File: src/rtl/nibble_unpacker_pkg.sv
// Shared types for the byte-to-nibble unpacker: byte/nibble widths and the FSM state enum.
package nibble_pkg;

  localparam int NIBBLE_W = 4;

  typedef logic [7:0]          byte_t;
  typedef logic [NIBBLE_W-1:0] nibble_t;

  typedef enum logic [1:0] {
    ST_EMPTY  = 2'd0,
    ST_FIRST  = 2'd1,
    ST_SECOND = 2'd2
  } unpack_state_t;

endpackage

File: src/rtl/nibble_unpacker_if.sv
// Byte-in / nibble-out valid-ready bundle for nibble_unpacker; slave is the unpacker's view.
interface nibble_unpacker_if;
  import nibble_pkg::*;

  logic       in_valid;
  logic       in_ready;
  byte_t      in_data;
  logic       out_valid;
  logic       out_ready;
  nibble_t    out_data;
  logic       out_last;
  logic [7:0] byte_cnt;

  modport slave (
    input  in_valid, in_data, out_ready,
    output in_ready, out_valid, out_data, out_last, byte_cnt
  );

  modport master (
    output in_valid, in_data, out_ready,
    input  in_ready, out_valid, out_data, out_last, byte_cnt
  );

endinterface

File: src/rtl/nibble_unpacker_sel.sv
// nibble_sel: picks the nibble of a byte for the given phase (0 = first, 1 = second) and order.
module nibble_sel
  import nibble_pkg::*;
#(
  parameter bit HI_FIRST = 1'b0
) (
  input  byte_t   data,
  input  logic    phase,
  output nibble_t nib
);

  typedef logic [0:0] half_idx_t;

  half_idx_t half;

  always_comb begin
    half = half_idx_t'(phase ^ HI_FIRST);
    nib  = nibble_t'(data >> (NIBBLE_W * int'(half)));
  end

endmodule

File: src/rtl/nibble_unpacker.sv
// Byte-to-nibble width converter. Define NIBBLE_UNPACKER_ASSERT_EN to build in protocol assertions.
module nibble_unpacker
  import nibble_pkg::*;
#(
  parameter bit HI_FIRST = 1'b0
) (
  input  logic               clk,
  input  logic               rst_n,
  nibble_unpacker_if.slave   bus
);

  unpack_state_t state_q;
  byte_t         hold_q;
  logic [7:0]    cnt_q;
  nibble_t       sel_nib;
  logic          in_ready;
  logic          in_hs;

  // A new byte may enter while the last nibble of the current one leaves.
  assign in_ready = rst_n && ((state_q == ST_EMPTY) ||
                              ((state_q == ST_SECOND) && bus.out_ready));
  assign in_hs    = bus.in_valid && in_ready;

  nibble_sel #(.HI_FIRST(HI_FIRST)) u_sel (
    .data  (hold_q),
    .phase (state_q == ST_SECOND),
    .nib   (sel_nib)
  );

  always_ff @(posedge clk or negedge rst_n) begin
    if (!rst_n) begin
      state_q <= ST_EMPTY;
      hold_q  <= 8'h00;
      cnt_q   <= 8'h00;
    end else begin
      if (in_hs) begin
        hold_q <= bus.in_data;
        cnt_q  <= cnt_q + 8'd1;
      end
      case (state_q)
        ST_EMPTY:  if (in_hs) state_q <= ST_FIRST;
        ST_FIRST:  if (bus.out_ready) state_q <= ST_SECOND;
        ST_SECOND: if (bus.out_ready) state_q <= in_hs ? ST_FIRST : ST_EMPTY;
        default:   state_q <= ST_EMPTY;
      endcase
    end
  end

  assign bus.in_ready  = in_ready;
  assign bus.out_valid = (state_q != ST_EMPTY);
  assign bus.out_last  = (state_q == ST_SECOND);
  assign bus.out_data  = (state_q == ST_EMPTY) ? nibble_t'(4'h0) : sel_nib;
  assign bus.byte_cnt  = cnt_q;

`ifdef NIBBLE_UNPACKER_ASSERT_EN
  nibble_t prev_data;
  logic    prev_last;
  logic    prev_stall;
  nibble_t exp_nib;

  always @(*) begin
    exp_nib = ((state_q == ST_SECOND) ^ HI_FIRST) ? nibble_t'(hold_q[7:4])
                                                   : nibble_t'(hold_q[3:0]);
    assert (state_q != unpack_state_t'(2'd3));
    assert (!bus.out_valid || (state_q != ST_EMPTY));
  end

  always @(posedge clk) begin
    if (rst_n && prev_stall)
      assert ((bus.out_data == prev_data) && (bus.out_last == prev_last));
    if (rst_n && bus.out_valid && bus.out_ready)
      assert (bus.out_data == exp_nib);
    prev_stall <= rst_n && bus.out_valid && !bus.out_ready;
    prev_data  <= bus.out_data;
    prev_last  <= bus.out_last;
  end
`endif

endmodule

File: src/flat_wrapper.sv
// flat-port wrapper written by rule: the top's interface ports become plain ports
module nibble_unpacker_flat import nibble_pkg::*;
#(
  parameter bit HI_FIRST = 1'b0
)
  (clk, rst_n, bus_in_valid, bus_in_data, bus_out_ready, bus_in_ready, bus_out_valid, bus_out_data, bus_out_last, bus_byte_cnt);
  nibble_unpacker_if bus_i ();
  input  logic clk;
  input  logic rst_n;
  input wire logic [$bits(bus_i.in_valid)-1:0] bus_in_valid;
  input wire logic [$bits(bus_i.in_data)-1:0] bus_in_data;
  input wire logic [$bits(bus_i.out_ready)-1:0] bus_out_ready;
  output wire logic [$bits(bus_i.in_ready)-1:0] bus_in_ready;
  output wire logic [$bits(bus_i.out_valid)-1:0] bus_out_valid;
  output wire logic [$bits(bus_i.out_data)-1:0] bus_out_data;
  output wire logic [$bits(bus_i.out_last)-1:0] bus_out_last;
  output wire logic [$bits(bus_i.byte_cnt)-1:0] bus_byte_cnt;
  assign bus_i.in_valid = bus_in_valid;
  assign bus_i.in_data = bus_in_data;
  assign bus_i.out_ready = bus_out_ready;
  assign bus_in_ready = bus_i.in_ready;
  assign bus_out_valid = bus_i.out_valid;
  assign bus_out_data = bus_i.out_data;
  assign bus_out_last = bus_i.out_last;
  assign bus_byte_cnt = bus_i.byte_cnt;
  nibble_unpacker #(.HI_FIRST(HI_FIRST)) u_core (.clk(clk), .rst_n(rst_n), .bus(bus_i));
endmodule
File: config.mk
export PLATFORM = sky130hd
export DESIGN_NAME = nibble_unpacker_flat
export DESIGN_NICKNAME = d
export VERILOG_FILES = /design/src/rtl/nibble_unpacker_pkg.sv /design/src/rtl/nibble_unpacker_if.sv /design/src/rtl/nibble_unpacker_sel.sv /design/src/rtl/nibble_unpacker.sv /design/src/flat_wrapper.sv
export SDC_FILE = /design/constraint.sdc
export NUM_CORES = 1
export LEC_CHECK = 0
export BUFFER_PORTS_ARGS = -buffer_cell sky130_fd_sc_hd__clkbuf_2
export CORE_AREA = 5 5 56 58
export DETAILED_ROUTE_END_ITERATION = 8
export DIE_AREA = 0 0 61 63
export HOLD_SLACK_MARGIN = 0.03
export MAX_ROUTING_LAYER = met4
export SLEW_MARGIN = 20
export SYNTH_ARGS = -nofsm -noshare
export SYNTH_HDL_FRONTEND = slang
export SYNTH_SLANG_ARGS = --single-unit
File: constraint.sdc
create_clock -name clk -period 1.2 [get_ports clk]
set_input_delay 0.06 -clock clk [delete_from_list [all_inputs] [get_ports clk]]
set_output_delay 0.06 -clock clk [all_outputs]
set_load 0.02 [all_outputs]
# Word-level counts from Yosys, hierarchy flattened
# Cells that the tools add are included.
[totals]
inputBits = 12
rom_bits = 0
latch_bits = 0
output_inout_bits = 15
ff_bits = 18
mem_count = 0
ram_bits = 0
[classes]
n_div = 0
n_lt_le_gt_ge = 0
n_eq_ne = 5
mul = 0
add_sub_neg = 1
reduce_logical = 7
bitwise_logic = 0
shift = 1
n_mux = 6
[op_table]
columns = ["op", "count"]
rows = [
  ["adder 8 x 1 -> 8 bit (second input constant)", 1],
  ["right shift 8 x 3 -> 4 bit", 1],
  ["two-way mux 2 bit", 3],
  ["one-hot mux 2 bit (3 select lines)", 1],
  ["two-way mux 4 bit", 1],
  ["inequality test 2 bit (second input constant)", 2],
  ["logical AND 1 bit", 3],
  ["AND reduction 3 bit", 1],
  ["equality test 2 x 1 -> 1 bit (second input constant)", 1],
  ["equality test 2 bit (second input constant)", 1],
  ["logical NOT 2 bit", 1],
  ["inequality test 2 x 1 -> 1 bit (second input constant)", 1],
  ["nonzero test 2 bit", 1],
  ["logical OR 1 bit", 1],
  ["two-way mux 1 bit", 1],
]

# Longest topological paths before layout
# Gate-level depths: netlist of run 1.
[logic_depth]
depth_word = 8
mapped_depth = 4

# Modules after synthesis
# A second synthesis of run 1 with hierarchy kept.
[hier_totals]
cells_unflattened = 85
hier_area_um2 = 888.4
[by_module_without_submodules]
columns = ["module", "n_inst", "cells_per_inst", "area_per_inst_um2"]
rows = [
  ["nibble_unpacker", 1, 81, 843.3],
  ["nibble_sel", 1, 4, 45.0],
]

# Least setup slack after synthesis of run 1
# Ideal clock, no wire load.
[synth_path]
kind = "reg-to-output"
from = "register u_core.state_q[0]"
to = "output bus_out_data[0]"
path_slack_ns = -0.091
t_required_ns = 1.140
stages_incl_launch_ff = 4
arrival_time_ns = 1.231
n_path_buf = 1
cell_sequence = "dfrtp_1 > and2b_1 > clkbuf_1 > a22o_2"
[synth_between]
elab_chain_len = 3
[synth_rtl]
columns = ["item", "line", "text"]
rows = [
  ["from (decl)", "nibble_unpacker.sv:12", "unpack_state_t state_q;"],
  ["from (signal assigned)", "nibble_unpacker.sv:43", "ST_SECOND: if (bus.out_ready) state_q <= in_hs ? ST_FIRST : ST_EMPTY;"],
  ["equality test 2 bit", "n/a", ""],
  ["via bus_out_last", "flat_wrapper.sv:16", "output wire logic [$bits(bus_i.out_last)-1:0] bus_out_last;"],
  ["right shift 8 x 3 -> 4 bit", "nibble_unpacker_sel.sv:18", "nib = nibble_t'(data >> (NIBBLE_W * int'(half)));"],
  ["two-way mux 4 bit", "nibble_unpacker.sv:52", "assign bus.out_data = (state_q == ST_EMPTY) ? nibble_t'(4'h0) : sel_nib;"],
  ["to (decl)", "flat_wrapper.sv:15", "output wire logic [$bits(bus_i.out_data)-1:0] bus_out_data;"],
]
# The timed path passes the listed nets, and every way through them passes these cells.

# Worst setup path in the final report of run 1
[layout_path]
from = "register u_core.state_q[1]"
to = "output bus_out_data[0]"
[layout_between]
elab_chain_len = 3
[layout_rtl]
columns = ["item", "line", "text"]
rows = [
  ["equality test 2 bit", "nibble_unpacker.sv:26", ".phase (state_q == ST_SECOND),"],
  ["right shift 8 x 3 -> 4 bit", "nibble_unpacker_sel.sv:18", ""],
  ["two-way mux 4 bit (*)", "nibble_unpacker.sv:52", ""],
]
# Mark *: on every way between the ends. The rest lies on a longest branch, timed or not.

==> impl_metrics.toml, run 1 <==
[outcome]
outcome = "complete, but fails checks"
violations = "setup timing"

[power_and_ir_drop]
ir_worst_vdd_mv = 1.02
p_switching_uw = 838
power_density_nw_per_um2 = 1680
p_leak_nw = 0.723
intPower_mw = 1.61
seqPwrFrac_pct = 37.5
power_frac_clock_pct = 15.2
pwr-share-comb_pct = 47.4
sw_frac_of_total_pct = 34.2

[global_routing]
grt_max_degree = 13
grt_overflow_total = 0
grt_pass1_wl_mm = 3.51
track_usage_pct = 12.7
first_global_vias = 765
antenna_found_initial = 0

[die]
initial_core_util_pct = 33.4
core_area_um2 = 2620
num_io_pins = 27
die_x_um = 61
die_height_um = 63
dieArea_um2 = 3840
num_rows = 19

[timing]
relSlewSlack_pct = 72.2
post-route-period-util_pct = 118
rsz0062_at_grt = "yes"
slew_viol_final = 0
hold_violations = 0
period_minus_slack_ps = 1420
fmaxAchievable_mhz = 705
setup_viol = 18
clock_skew_ps = 9.47
tightest_slew_ps = 414
fin_ws_ps = -218
holdWs_ps = 39.9

[drt]
vias = 721
first_iter_violations = 9
drtAntennaViolNets = 0
firstDrtPassIters = 4
drt-total-wl_mm = 2.21
vias_per_cell = 4.71
drc = 0
detail_route.wl_per_cell_um = 14.4

[yosys]
synth_edf_count = 0
syn_nets = 79
synthMuxAreaShare_pct = 15.0
ys_seq_elements = 18
synth-adder-area-share_pct = 1.43
syn_area_um2 = 873
synthDistinctLibCells = 24
synthSimpleGateAreaFrac_pct = 17.0
synth_warnings = 0
syn_inst = 66
ys_seq_area_share_pct = 51.6
synth_xor_area_share_pct = 7.02
synth_ff_type = "dfrtp_1"
postSynthAreaPerCell_um2 = 13.2
synth_top_family_by_area = "simple AND/OR/NAND/NOR gates"
ys_async_sr_fraction_pct = 100
synth_compound_area_share_pct = 5.73

[layout]
final_cells = 153
final_nets = 136
final_layout_size_suffix_gt1_share_pct = 60.7
area_growth_pct = 67.2
antenna_cells = 0
fin_area_um2 = 1460

[worst_setup_path]
cp.required_ps = 1140
startpoint_type = "flip-flop"
arrival_ps = 1360
critical_path_peak_fanout = 6
end_kind = "output pin"
setup.worst_path.class = "reg2out"

[min_path]
hp-class = "in2reg"

[cts]
clkTransAtPathRegs_ps = 110
cts_sinks = 18
numCtsBuffers = 3
insertion_delay_ps = 290
cts_tree = "yes"
htreeDepth = 1
cts-root-buf = "clkbuf_4"
cts_buffer_depth = 2

[placed_design]
dp_hpwl_mm = 1.58
port_buffers = 26
placed_area_um2 = 1130
gp_congestion = 0.732
dp_cells = 133

[job]
drv_cap = 0
## synthesized netlist by cell type, types with 2 or more instances
cell / count / share of area (%)
xnor2_1: 4 / 4.0
nor4_1: 3 / 2.1
dfrtp_1: 18 / 52
nand4_1: 5 / 3.6
a22o_2: 4 / 4.6
mux2_4: 8 / 14
and3_1: 2 / 1.4
nand2_1: 3 / 1.3
o21ai_0: 2 / 1.1
xor2_1: 3 / 3.0
## cell type report
cell class	instances	area [µm²]
Fill cell	236	1150
Clock buffer	4	36.3
Timing Repair Buffer	54	450
Multi-Input combinational cell	45	477
Tap cell	31	38.8
Inverter	1	3.75
Sequential cell	18	454
## cell families after synthesis
logic type / Yosys count
compound gates: 6
xor+xnor: 7
fa+ha+maj: 1
buf+inv: 3
flops: 18
mux: 9
simple gates: 22
## layer usage
metal  global-route usage [%]  wire, µm
met5                        -         0
met4                     4.88        12
met3                     3.31       147
met2                     20.6      1190
met1                     14.6       863
## flip-flops by register name, summed over array words and instances, names as in the netlist
| name | count |
|---|---|
| u_core.state_q | 2 |
| u_core.hold_q | 8 |
| u_core.bus.byte_cnt | 8 |
## timing repair
item / CTS / global route
buffers inserted: 2 / 6
endpoints found under the hold margin: 26 / 0
endpoints found under the setup margin: 19 / 22
pin swaps: 1 / 8
gates resized for setup: 14 / 24
hold buffers: 9 / 0
## layout by cell type, fill, tap and decap left out, types with 2 or more instances in the layout
master / n
clkbuf_2: 20
dfrtp_1: 15
buf_6: 12
buf_4: 10
dlygate4sd3_1: 9
mux2_4: 8
nand4_1: 5
xnor2_1: 4
nor4_4: 3
xor2_1: 3
nand2_1: 3
clkbuf_4: 3
dfrtp_2: 3
a22o_4: 2
a22o_2: 2
o21ai_0: 2
and3_1: 2
buf_8: 2
## critical path, cell delays in order (launching register included)
cell and delay, ps:
dfrtp_1 410, buf_6 130, and2b_4 190, a22o_4 220
buf_6 130
## power groups by stage
| stage | Combinational [mW] | Clock [mW] | Sequential [mW] |
|---|---|---|---|
| 2_1_floorplan | 0.429 | 0 | 1.03 |
| 3_3_place_gp | 0.887 | 0 | 0.913 |
| 3_5_place_dp | 0.915 | 0 | 0.921 |
| 4_1_cts | 1.01 | 0.388 | 0.914 |
| 5_1_grt | 1.25 | 0.412 | 0.938 |
| 6_report | 1.16 | 0.372 | 0.918 |
## path summary, 6_finish.rpt
check / from / endpoint / slack [ps] / cells past startpoint
worst min register to register: u_core.bus.byte_cnt[7] / u_core.bus.byte_cnt[7] / 490 / 1
worst min-delay path: bus_out_ready / u_core.state_q[0] / 40 / 2
worst max register to register: u_core.state_q[0] / u_core.hold_q[5] / -180 / 5
min in group asynchronous: rst_n / u_core.bus.byte_cnt[6] / 330 / 3
worst max-delay path: u_core.state_q[1] / bus_out_data[0] / -220 / 4
max in group asynchronous: rst_n / u_core.bus.byte_cnt[1] / 670 / 3
## metrics by stage
| step | util (%) | TNS, ps | total power [mW] | setup WS [ps] |
|---|---|---|---|---|
| 2_1_floorplan | - | -237 | 1.45 | -29.6 |
| 3_3_place_gp | 43.3 | -29.6 | 1.80 | -7.45 |
| 3_5_place_dp | 43.3 | -331 | 1.84 | -43.6 |
| 5_1_grt | 55.8 | -3870 | 2.60 | -282 |
| 4_1_cts | 51.4 | -2420 | 2.31 | -310 |
| 6_report | 55.8 | -2880 | 2.45 | -218 |
Power figures use the tool's default switching activity.
==> run 2: changes to the inputs <==
--- a/config.mk
+++ b/config.mk
@@ -5,10 +5,10 @@
 export SDC_FILE = /design/constraint.sdc
 export NUM_CORES = 1
 export LEC_CHECK = 0
-export BUFFER_PORTS_ARGS = -buffer_cell sky130_fd_sc_hd__clkbuf_2
 export CORE_AREA = 5 5 56 58
 export DETAILED_ROUTE_END_ITERATION = 8
 export DIE_AREA = 0 0 61 63
+export DONT_BUFFER_PORTS = 1
 export HOLD_SLACK_MARGIN = 0.03
 export MAX_ROUTING_LAYER = met4
 export SLEW_MARGIN = 20
==> run 2 against run 1 <==
Net effect:
- setup slack gained 130 ps
- hold slack gained 72 ps
- critical path depth is the same
- largest cell class unchanged
- the run still ends with setup timing left
- via count shrank 5.1%
==> impl_metrics.toml, run 2 (same netlist as run 1, synthesis figures left out) <==
[worst_setup_path]
arrival_ps = 1460
cp_top_family = "flip-flops"
worstRegToRegCells = 4
cp_slowest_stage_delay_ps = 450
timing.rr.end = "u_core.hold_q[7]"
timing.rr.start = "u_core.state_q[0]"
startpoint_type = "flip-flop"
path_cells = "nor2b_4 -> nand3_4 -> buf_12 -> mux2_4"
crit_buf_inv = 1
crit_slowest_cell = "dfrtp_2"
cp.required_ps = 1380
end_kind = "flip-flop"
rrSetupSlack_ps = -80
setup.worst_path.class = "reg2reg"
critical_path_peak_fanout = 8

[timing]
tightest_slew_ps = 841
relSlewSlack_pct = 43.8
fin_setup_tns_ps = -1110
rsz0062_at_grt = "yes"
clock_skew_ps = 7.25
holdWs_ps = 112
fmaxAchievable_mhz = 779
slew_viol_final = 0
fin_ws_ps = -84.3
post-route-period-util_pct = 107
setup_viol = 18
period_minus_slack_ps = 1280
hold_violations = 0

[placed_design]
dp_cells = 111
gp_congestion = 0.777
dpl_worst_slack_ps = -28.8
port_buffers = 0
placed_area_um2 = 1030
dp_hpwl_mm = 1.38

[die]
num_io_pins = 27
initial_core_util_pct = 33.4
die_height_um = 63
dieArea_um2 = 3840
die_x_um = 61
num_rows = 19
core_area_um2 = 2620

[layout]
fillCellCount = 236
mostFrequentLayoutCells = "buf_4, dfrtp_1, dlygate4sd3_1, mux2_4, buf_6"
fin_area_um2 = 1420
final_layout_size_suffix_gt1_share_pct = 57.1
final_cells = 136
final_common_cell = "buf_4"
fin_util_pct = 54.4
antenna_cells = 0
area_growth_pct = 63.0
final_nets = 119

[power_and_ir_drop]
p_total_mw = 2.57
power_density_nw_per_um2 = 1810
seqPwrFrac_pct = 35.4
ir_worst_vdd_mv = 1.22
p_leak_nw = 0.661
pwr-share-comb_pct = 50.2
sw_frac_of_total_pct = 34.5
p_switching_uw = 889
intPower_mw = 1.69
power_frac_clock_pct = 14.5

[cts]
cts_tree = "yes"
insertion_delay_ps = 290
clkTransAtPathRegs_ps = 110
cts_buffer_depth = 2
htreeDepth = 1
cts_sinks = 18
cts-root-buf = "clkbuf_4"
numCtsBuffers = 3

[outcome]
violations = "setup timing"
outcome = "complete, but fails checks"

[drt]
first_iter_violations = 52
drt-total-wl_mm = 2.15
detail_route.wl_per_cell_um = 15.8
vias_per_cell = 5.03
firstDrtPassIters = 2
drtAntennaViolNets = 0
drc = 0
vias = 684

[global_routing]
grt_pass1_wl_mm = 3.17
first_global_vias = 703
track_usage_pct = 11.5
grt_max_degree = 19
grt_overflow_total = 0
antenna_found_initial = 0

[min_path]
hp-class = "in2reg"
holdPathStages = 3
holdPathEnd = "u_core.bus.byte_cnt[5]"
hp-start = "rst_n"

[job]
drv_cap = 0
run 2: cell type report:
cell class              instances  area [µm²]  share of cell area (%)
well taps                      31        38.8                    2.72
flip-flops and latches         18         454                    31.9
inverters                       1        3.75                   0.264
repair buffers                 37         357                    25.0
clock buffers                   4        36.3                    2.55
multi-input cells              45         534                    37.5
run 2: worst min-delay path: cells and delay by family:
| family | cells | cell delay (ps) |
|---|---|---|
| xor gates and xnor gates | 1 | 150 |
| and+or+nand+nor | 2 | 160 |
run 2: what timing repair did:
item                                    in CTS  in global routing
endpoints found under the setup margin      19                 22
hold buffers                                11                  0
buffers inserted                             4                  7
endpoints found under the hold margin       32                  0
resized for setup                           19                 12
pin swaps                                    2                 12
run 2: metal layers:
| layer | up-vias | wire [µm] | part of all wire, % | track usage [%] |
|---|---|---|---|---|
| met5 | - | 0 | 0 | - |
| met4 | 0 | 12 | 0.56 | 4.88 |
| met3 | 2 | 140 | 6.5 | 2.89 |
| met2 | 23 | 1120 | 52 | 19.0 |
| met1 | 344 | 872 | 41 | 12.7 |
| li1 | 315 | - | - | - |
run 2: worst max path at each step:
stage	startpoint	end	slack, ps	cells past startpoint
after floorplan	u_core.state_q[0]	u_core.hold_q[0]	-30	4
after global placement	u_core.state_q[1]	u_core.hold_q[6]	0.9	4
after detailed placement	u_core.state_q[1]	u_core.hold_q[2]	-30	4
after CTS	u_core.state_q[0]	bus_out_data[1]	-100	2
after global routing	u_core.state_q[0]	bus_out_data[1]	-140	2
final	u_core.state_q[0]	u_core.hold_q[7]	-80	4
run 2: power groups by stage:
stage | sequential [mW] | clock (mW) | combinational (mW)
finish | 0.911 | 0.372 | 1.29
global route | 0.930 | 0.418 | 1.37
CTS | 0.902 | 0.386 | 1.05
detailed placement | 0.911 | 0 | 0.861
global placement | 0.903 | 0 | 0.844
floorplan | 1.03 | 0 | 0.429
